## src/rtl/serial_adder_pkg.sv

```systemverilog
// Shared constants for the bit-serial adder controller: FSM state encoding
// and the default operand width.
package serial_adder_pkg;

  localparam int DEFAULT_WIDTH = 8;

  typedef enum logic [1:0] {
    ST_IDLE = 2'b00,
    ST_RUN  = 2'b01,
    ST_DONE = 2'b10
  } state_t;

endpackage

```

## src/rtl/serial_adder_ctrl_fa_cell.sv

```systemverilog
// Combinational 1-bit full adder; the single arithmetic cell the controller
// time-shares across all operand bits.
module serial_fa_cell (
  input  logic a,
  input  logic b,
  input  logic cin,
  output logic sum,
  output logic cout
);

  // Plain full-adder equations.
  always_comb begin
    sum  = a ^ b ^ cin;
    cout = (a & b) | (a & cin) | (b & cin);
  end

endmodule

```

## src/rtl/serial_adder_ctrl.sv

```systemverilog
// Bit-serial WIDTH-bit adder controller. One full-adder cell processes the
// operands LSB first, one bit per clock, with the carry fed back through a
// flop. A start accepted in IDLE or DONE yields a one-cycle done pulse
// WIDTH+1 cycles later with {cout,sum} = a+b+cin.
// Optional build macro SERIAL_ADD_SUB_EN adds a sub input: sub=1 computes
// a-b (b inverted, carry-in forced to 1), cout=1 meaning no borrow.
module serial_adder_ctrl
  import serial_adder_pkg::*;
#(
  parameter int WIDTH = DEFAULT_WIDTH
) (
  input  logic             clk,
  input  logic             rst_n,
  input  logic             start,
  input  logic [WIDTH-1:0] a,
  input  logic [WIDTH-1:0] b,
  input  logic             cin,
`ifdef SERIAL_ADD_SUB_EN
  input  logic             sub,
`endif
  output logic             busy,
  output logic             done,
  output logic [WIDTH-1:0] sum,
  output logic             cout
);

  localparam int CW = (WIDTH > 1) ? $clog2(WIDTH) : 1;
  localparam logic [CW-1:0] LAST = CW'(WIDTH - 1);

  state_t state, state_nxt;

  logic [WIDTH-1:0] a_sr, b_sr;
  // Partial-sum register only keeps the upper WIDTH-1 bits; the bit that
  // would fall off the bottom is consumed directly into sum on the last step.
  logic [WIDTH-1:1] s_sr;
  logic [WIDTH-1:0] s_nxt;
  logic [CW-1:0]    cnt;
  logic             carry;
  logic             cell_s, cell_c;
  logic             accept, last;
  logic [WIDTH-1:0] b_load;
  logic             c_load;

  serial_fa_cell u_fa (
    .a   (a_sr[0]),
    .b   (b_sr[0]),
    .cin (carry),
    .sum (cell_s),
    .cout(cell_c)
  );

  // Operand conditioning at load time: subtraction is a + ~b + 1.
  always_comb begin
`ifdef SERIAL_ADD_SUB_EN
    b_load = sub ? ~b : b;
    c_load = sub ? 1'b1 : cin;
`else
    b_load = b;
    c_load = cin;
`endif
  end

  assign accept = start && ((state == ST_IDLE) || (state == ST_DONE));
  assign last   = (state == ST_RUN) && (cnt == LAST);
  assign s_nxt  = {cell_s, s_sr};
  assign busy   = (state == ST_RUN);
  assign done   = (state == ST_DONE);

  // State register.
  always_ff @(posedge clk) begin
    if (!rst_n) state <= ST_IDLE;
    else        state <= state_nxt;
  end

  // Next-state: start only matters outside RUN; RUN ends on the last bit.
  always_comb begin
    state_nxt = state;
    case (state)
      ST_IDLE: if (start) state_nxt = ST_RUN;
      ST_RUN:  if (last)  state_nxt = ST_DONE;
      ST_DONE: state_nxt = start ? ST_RUN : ST_IDLE;
      default: state_nxt = ST_IDLE;
    endcase
  end

  // Datapath: load on accept, shift one bit per RUN cycle, capture on last.
  always_ff @(posedge clk) begin
    if (!rst_n) begin
      a_sr  <= '0;
      b_sr  <= '0;
      s_sr  <= '0;
      carry <= 1'b0;
      cnt   <= '0;
      sum   <= '0;
      cout  <= 1'b0;
    end else if (accept) begin
      a_sr  <= a;
      b_sr  <= b_load;
      carry <= c_load;
      cnt   <= '0;
    end else if (state == ST_RUN) begin
      a_sr  <= a_sr >> 1;
      b_sr  <= b_sr >> 1;
      s_sr  <= s_nxt[WIDTH-1:1];
      carry <= cell_c;
      // Wrap to zero on the last bit so the counter never holds WIDTH.
      cnt   <= last ? '0 : cnt + CW'(1);
      if (last) begin
        sum  <= s_nxt;
        cout <= cell_c;
      end
    end
  end

endmodule

```

## config.mk

```make
export PLATFORM = sky130hd
export DESIGN_NAME = serial_adder_ctrl
export DESIGN_NICKNAME = d
export VERILOG_FILES = /design/src/rtl/serial_adder_pkg.sv /design/src/rtl/serial_adder_ctrl_fa_cell.sv /design/src/rtl/serial_adder_ctrl.sv
export SDC_FILE = /design/constraint.sdc
export NUM_CORES = 1
export LEC_CHECK = 0
export ABC_CLOCK_PERIOD_IN_PS = 2200
export CORE_ASPECT_RATIO = 2
export CORE_MARGIN = 8
export CORE_UTILIZATION = 50
export DETAILED_ROUTE_END_ITERATION = 8
export PLACE_DENSITY = 0.81
export SYNTH_ARGS = -nofsm -noshare
export SYNTH_HDL_FRONTEND = slang
export SYNTH_SLANG_ARGS = --single-unit
```

## constraint.sdc

```tcl
create_clock -name clk -period 2.2 [get_ports clk]
set_clock_uncertainty 0.15 [all_clocks]
set_input_delay 0.22 -clock clk [delete_from_list [all_inputs] [get_ports clk]]
set_output_delay 0.22 -clock clk [all_outputs]
set_load 0.1 [all_outputs]
```

== Word-level counts from Yosys, hierarchy flattened ==
Cells that the tools add are included.
Operators by class
  add/subtract/negate cells: 1
  reduce and logical (&&, ||, !) cells: 9
  eq/ne operators: 5
  mux-type cells: 11
  bitwise gates (word level): 9
Operators by type and width (number)
  8-bit two-way mux: 4
  2-bit case mux with 3 select lines: 1
  2-bit two-way mux: 2
  2-bit AND reduction: 2
  3-bit by 1-bit adder with 3-bit output (second input constant): 1
  1-bit AND: 3
  3-bit equality test (second input constant): 1
  1-bit two-way mux: 3
  3-bit two-way mux: 1
  3-bit AND reduction: 1
  2-bit by 1-bit equality test with 1-bit output (second input constant): 1
  2-bit equality test (second input constant): 1
  1-bit logical AND: 2
  2-bit zero test: 1
  2-bit by 1-bit inequality test with 1-bit output (second input constant): 1
  2-bit inequality test (second input constant): 1
  1-bit inverter: 2
  1-bit OR: 2
  2-bit nonzero test: 1
  2-bit OR reduction: 1
  1-bit XOR: 2
  1-bit logical OR: 1
Storage, ports and cells
  logic and storage cells: 43
  bits of input ports: 20
  bits in registers: 38
  output and inout port bits: 11

== Longest topological paths before layout ==
Gate-level depths: netlist (run 1).
  depth in word-level cells: 5
  gate-level depth with buffers: 5

== Hierarchy ==
From an unflattened synthesis (run 1), not the netlist that was laid out.
Unflattened totals
  cell total of the unflattened synthesis: 184
  area, all modules: 1575.3 µm²
By module, submodules not included
  serial_adder_ctrl: cells each 183, area an instance 1555.2 µm², instances 1, seq. area each 760.7 µm²
  serial_fa_cell: cells each 1, area an instance 20.0 µm², instances 1, seq. area each 0.0 µm²

== Worst setup path before layout (run 1) ==
No wires, ideal clock.
  path type: register -> output
  start point: register state[0]
  end point: output done
  setup slack: 0.157 ns
  arrival: 1.673 ns
  path buffers: 0
  cell stages (with the launch flop): 2
  cell sequence: dfxtp_1 > nor2b_1
Between the ends
  word-level cells in the longest chain between the ends: 1
RTL lines
  start, declared: RTL line serial_adder_ctrl.sv:30  | state_t state, state_nxt;
  start signal, assigned: RTL line serial_adder_ctrl.sv:72  | else state <= state_nxt;
  2-bit equality test: RTL line serial_adder_ctrl.sv:67  | assign done = (state == ST_DONE);
  end, declared: RTL line serial_adder_ctrl.sv:22  | output logic done,
No other way between the ends.

== Worst setup path after layout (run 1) ==
  start point: register state[1]
  end point: output busy
Between the ends
  word-level cells in the longest chain between the ends: 1
RTL lines
  2-bit by 1-bit equality test with 1-bit output: RTL line serial_adder_ctrl.sv:66  | assign busy = (state == ST_RUN);
  end, declared: RTL line serial_adder_ctrl.sv:21  | output logic busy,
No other way between the ends.

==> flow_metrics.py, run 1 <==
metrics = {
    "status": {
        "status": "completed",
    },
    "synthesis": {
        "ys_seq_elements": 38,
        "syn_nets": 207,
        "yosys_warnings": 0,
        "syn-instance-count": 184,
        "synth.largest_area_cell": "dfxtp_1",
        "avgSynthCellArea_um2": 8.59,
        "yosysSeqAreaShare_pct": 48.1,
        "synth_top_area_share_pct": 48.1,
        "netlist_area_um2": 1580,
        "yosysUniqueCellTypes": 29,
        "yosys-top-cells-area": "dfxtp_1, nand2_1, a21boi_0",
    },
    "cts": {
        "clockBufferDepth": 2,
        "cts_root_buffer": "clkbuf_8",
        "post_cts_buffers": 0,
        "numCtsBuffers": 5,
        "clk_pin_slew_ns": 0.07,
        "cts_tree": "yes",
        "clkLatencyLatePin_ns": 0.30,
        "cts_hold_buf": 0,
        "cts_sinks": 38,
        "post_cts_resized": 0,
        "htree_levels": 2,
    },
    "sta": {
        "fin_setup_tns_ns": 0,
        "tightest_slew_ns": 0.463,
        "finalCriticalPeriod_ns": 1.84,
        "maxSlewHeadroom_pct": 69.1,
        "timing.hold.ws_ns": 0.307,
        "rsz0062_at_grt": "no",
        "maxSlewViolCount": 0,
        "min_period_over_period_pct": 83.5,
        "max_freq_mhz": 544,
        "setup_viol": 0,
        "fin_ws_ns": 0.362,
        "hold_violations": 0,
    },
    "route": {
        "firstDrtPassIters": 4,
        "antenna_left": 0,
        "wl_per_cell_um": 13.6,
        "drtIter0Drc": 37,
        "drc_errors": 0,
        "wl_um": 3330,
        "vias_per_cell": 5.46,
        "dr_total_vias": 1332,
    },
    "cells_and_area": {
        "n_fill_cell": 283,
        "nets": 235,
        "final_cells": 244,
        "final_cell_mix": "nand2_1, dfxtp_1, clkdlybuf4s50_1, buf_4, a21boi_0",
        "n_antenna_cell": 0,
        "area_growth_pct": 22.4,
        "post-route-util_pct": 62.7,
        "drive_gt1_share_pct": 12.2,
        "layout_commonest_cell": "nand2_1",
    },
    "grt": {
        "grt_max_degree": 36,
        "grt_use_total_pct": 13.7,
        "grt_pass1_vias": 1327,
        "grt_pass1_wl_um": 5840,
        "antenna_found_initial": 0,
        "grt_overflow": 0,
    },
    "floorplanning": {
        "dieArea_um2": 5320,
        "num_rows": 29,
        "die_height_um": 95.5,
        "pin_count": 31,
        "initial_core_util_pct": 51.2,
        "core_area_um2": 3080,
        "die_x_um": 55.8,
    },
    "setup_path": {
        "slowest_stage": "clkinv_2",
        "crit_fanout": 35,
        "cpLargestDelayFamily": "buffers and inverters",
        "r2r-start": "cnt[0]$_SDFFE_PP0N_",
        "cp-startpoint": "state[1]$_SDFFE_PN0P_",
        "arrival_ns": 1.47,
        "path_class": "register to output pin",
        "cp-start-kind": "register",
        "cp_cell_sequence": "nand2b_2, clkinv_2, buf_12",
        "critPathBufInv": 2,
        "crit_required_ns": 1.83,
        "end_kind": "output pin",
        "cp_slowest_stage_delay_ns": 0.37,
    },
    "place": {
        "place_congestion": 0.731,
        "io_buffers": 30,
        "pre_cts_slack_ns": 0.523,
        "dpl.cell_count": 236,
        "hpwl_um": 2230,
    },
    "power": {
        "power_density_nw_per_um2": 727,
        "power.leakage_nw": 0.719,
        "peakVddDrop_mv": 0.635,
    },
    "min_path": {
        "hold_path_class": "register to register",
        "min_from": "b_sr[7]$_SDFFE_PN0P_",
    },
    "run": {
        "drv_cap": 0,
    },
}
[synth_stat cells]
cell type and number:
dfxtp_1 38, or3_1 1, clkbuf_1 2, nor2_1 4, nor3_1 4, o21ai_0 1
buf_2 3, clkbuf_2 1, buf_4 4, a22oi_1 2, a21oi_1 4, and3_1 1
ha_1 2, nand3_1 12, a21boi_0 13, buf_1 1, buf_6 4, o221ai_1 4
and2_1 1, nand2b_2 1, a31oi_1 9, a21boi_1 6, o21ai_1 9, nand2_1 50
nand3b_1 2, clkinv_2 1, fa_1 1, nor2b_1 2, nand2b_1 1
[worst reg2reg max path, delay by kind of cell (launching register included)]
kind                       cells  cell delay (ns)
adders and majority gates      2             0.39
and+or+nand+nor                1             0.35
DFF                            1             0.33
buffers and inverters          1             0.19
AOI/OAI and AO/OA              1             0.15
[per-stage QoR]
stage / power (mW) / instance area, um2
global placement: 0.927 / 1840
CTS: 1.42 / 1930
global route: 1.48 / 1930
finish: 1.41 / 1930
detailed placement: 0.931 / 1840
floorplan: 0.879 / 1580
[worst paths after layout]
| kind | to | slack, ns | depth (start not counted) |
|---|---|---|---|
| setup / recovery | busy | 0.36 | 3 |
| hold / removal | b_sr[7]$_SDFFE_PN0P_ | 0.31 | 2 |
| setup reg to reg | cnt[0]$_SDFFE_PP0N_ | 0.57 | 5 |
| hold reg to reg | b_sr[7]$_SDFFE_PN0P_ | 0.31 | 2 |
[power breakdown]
group	switching, mW	total [mW]	internal, mW
sequential	0.0194	0.740	0.720
combinational	0.0954	0.176	0.0802
clock	0.239	0.492	0.253
[cell type report]
| cell class | count | area [um2] | area share [%] |
|---|---|---|---|
| Sequential cell | 38 | 761 | 39.3 |
| Timing Repair Buffer | 36 | 330 | 17.1 |
| Multi-Input combinational cell | 130 | 708 | 36.6 |
| Clock inverter | 1 | 5.00 | 0.259 |
| Tap cell | 31 | 38.8 | 2.01 |
| Clock buffer | 7 | 86.3 | 4.46 |
| Inverter | 1 | 5.00 | 0.259 |
[registers in the layout, indices dropped and copies added, names as in the netlist]
signal  cells
a_sr        8
b_sr        8
sum         8
s_sr        7
cnt         3
state       2
carry       1
cout        1
[kinds of logic after synthesis]
kind of cell	synth area share (%)
AOI/OAI and AO/OA	20.2
adders and majority gates	2.85
buffers and inverters	7.05
DFF	48.1
and+or+nand+nor	21.8
[metal layers]
layer | wire (um) | global-route usage, % | vias to the layer above
met5 | 0 | 0 | -
met4 | 80 | 8.06 | 0
met3 | 192 | 6.00 | 6
met2 | 1600 | 22.5 | 24
met1 | 1450 | 14.1 | 616
li1 | - | - | 686
No activity file was read; power rests on OpenSTA's default activity.
==> inputs of run 2 (changes only) <==
--- a/config.mk
+++ b/config.mk
@@ -5,7 +5,7 @@
 export SDC_FILE = /design/constraint.sdc
 export NUM_CORES = 1
 export LEC_CHECK = 0
-export ABC_CLOCK_PERIOD_IN_PS = 2200
+export ABC_CLOCK_PERIOD_IN_PS = 1800
 export CORE_ASPECT_RATIO = 2
 export CORE_MARGIN = 8
 export CORE_UTILIZATION = 50
==> constraint.sdc (replaced) <==
create_clock -name clk -period 1.8 [get_ports clk]
set_clock_uncertainty 0.15 [all_clocks]
set_input_delay 0.18 -clock clk [delete_from_list [all_inputs] [get_ports clk]]
set_output_delay 0.18 -clock clk [all_outputs]
set_load 0.1 [all_outputs]
==> flow_metrics.py, run 2 (synthesized netlist as in run 1, its figures left out) <==
metrics = {
    "cts": {
        "cts_sinks": 38,
        "cts_tree": "yes",
        "clkLatencyLatePin_ns": 0.29,
        "post_cts_buffers": 0,
        "post_cts_resized": 0,
        "cts_hold_buf": 0,
        "cts_root_buffer": "clkbuf_8",
        "htree_levels": 2,
        "clk_pin_slew_ns": 0.07,
        "clockBufferDepth": 2,
        "numCtsBuffers": 5,
    },
    "route": {
        "dr_total_vias": 1372,
        "wl_um": 3430,
        "wl_per_cell_um": 14.0,
        "drtIter0Drc": 49,
        "firstDrtPassIters": 4,
        "drc_errors": 0,
        "vias_per_cell": 5.58,
        "antenna_left": 0,
    },
    "power": {
        "power.switching_uw": 429,
        "seqPwrFrac_pct": 50.2,
        "power.leakage_nw": 0.770,
        "pwr-share-clk_pct": 37.1,
        "intPower_mw": 1.37,
        "peakVddDrop_mv": 0.805,
        "power_density_nw_per_um2": 855,
        "sw_frac_of_total_pct": 23.8,
        "combPwrFrac_pct": 12.7,
    },
    "floorplanning": {
        "core_area_um2": 3080,
        "pin_count": 31,
        "dieArea_um2": 5320,
        "die_x_um": 55.8,
        "num_rows": 29,
        "initial_core_util_pct": 51.2,
        "die_height_um": 95.5,
    },
    "cells_and_area": {
        "nets": 237,
        "area_growth_pct": 33.4,
        "n_fill_cell": 241,
        "final_cells": 246,
        "top_regs": "a_sr: 8 flops, b_sr: 8 flops, sum: 8 flops",
        "final_cell_mix": "nand2_1, dfxtp_1, clkdlybuf4s50_1, a21boi_0",
        "n_antenna_cell": 0,
        "layout_commonest_cell": "nand2_1",
        "drive_gt1_share_pct": 14.0,
    },
    "setup_path": {
        "cp-start-kind": "register",
        "path_class": "register to output pin",
        "reg2regPathDepth": 5,
        "r2r-end": "sum[7]$_SDFFE_PN0P_",
        "critPathCapture": "busy",
        "crit_fanout": 22,
        "crit_required_ns": 1.47,
        "r2r-start": "cnt[0]$_SDFFE_PP0N_",
        "end_kind": "output pin",
        "r2r_slack_ns": 0.20,
        "arrival_ns": 1.35,
        "cp-startpoint": "state[1]$_SDFFE_PN0P_",
    },
    "sta": {
        "tightest_slew_ns": 0.346,
        "setup_viol": 0,
        "rsz0062_at_grt": "no",
        "fin_setup_tns_ns": 0,
        "hold_violations": 0,
        "maxSlewHeadroom_pct": 76.8,
        "maxSlewViolCount": 0,
        "max_freq_mhz": 594,
        "finalCriticalPeriod_ns": 1.68,
        "min_period_over_period_pct": 93.5,
    },
    "grt": {
        "grt_use_total_pct": 12.6,
        "grt_overflow": 0,
        "grt_pass1_vias": 1343,
        "grt_pass1_wl_um": 5650,
        "grt_max_degree": 37,
        "antenna_found_initial": 0,
    },
    "place": {
        "hpwl_um": 2320,
        "place_congestion": 0.746,
        "dpl.cell_count": 238,
        "io_buffers": 30,
    },
    "status": {
        "status": "completed",
    },
    "min_path": {
        "hold_path_class": "input port to register",
    },
    "run": {
        "drv_cap": 0,
    },
}
run 2: critical path, stage by stage, from the launching register on:
cell and delay (ns):
dfxtp_1 0.35, nand2b_2 0.15, clkinv_2 0.27, buf_12 0.28
run 2: worst min-delay path by stage:
| stage | start | endpoint | slack (ns) | cells past startpoint |
|---|---|---|---|---|
| 6_report | b[7] | b_sr[7]$_SDFFE_PN0P_ | 0.30 | 3 |
| 2_1_floorplan | b[7] | b_sr[7]$_SDFFE_PN0P_ | 0.16 | 2 |
| 3_3_place_gp | b_sr[7]$_SDFFE_PN0P_ | b_sr[7]$_SDFFE_PN0P_ | 0.29 | 2 |
| 3_5_place_dp | b_sr[7]$_SDFFE_PN0P_ | b_sr[7]$_SDFFE_PN0P_ | 0.30 | 2 |
| 4_1_cts | b[7] | b_sr[7]$_SDFFE_PN0P_ | 0.30 | 3 |
| 5_1_grt | b[7] | b_sr[7]$_SDFFE_PN0P_ | 0.30 | 3 |
run 2: through the flow:
| stage | hold slack (ns) | util (%) | worst slack (ns) | power, mW | instance area, um2 |
|---|---|---|---|---|---|
| floorplan | 0.161 | - | 0.324 | 1.07 | 1580 |
| global placement | 0.293 | 64.8 | 0.312 | 1.15 | 2000 |
| detailed placement | 0.299 | 64.8 | 0.233 | 1.15 | 2000 |
| CTS | 0.297 | 68.4 | 0.103 | 1.82 | 2110 |
| global route | 0.305 | 68.4 | 0.0346 | 1.89 | 2110 |
| finish | 0.297 | 68.4 | 0.117 | 1.80 | 2110 |
run 2: area by class of cell:
type | count | area [um2] | share of cell area, %
sequential | 38 | 761 | 36.1
inverter | 1 | 5.00 | 0.237
tap | 31 | 38.8 | 1.84
clock buffer | 8 | 110 | 5.22
timing repair buffer | 38 | 483 | 22.9
multi-input combinational | 130 | 711 | 33.7
run 2: power groups by stage:
stage | Combinational, mW | Clock [mW] | Sequential (mW)
CTS | 0.229 | 0.690 | 0.904
detailed placement | 0.228 | 0 | 0.923
finish | 0.229 | 0.669 | 0.905
floorplan | 0.157 | 0 | 0.918
global route | 0.252 | 0.725 | 0.909
global placement | 0.224 | 0 | 0.922
run 2: metal layers:
metal | share of wire [%] | routed length [um] | vias up | track usage (%)
li1 | - | - | 689 | -
met1 | 43 | 1490 | 633 | 13.8
met2 | 50 | 1700 | 46 | 21.4
met3 | 6.0 | 207 | 4 | 4.13
met4 | 1.1 | 37 | 0 | 6.20
met5 | 0 | 0 | - | 0
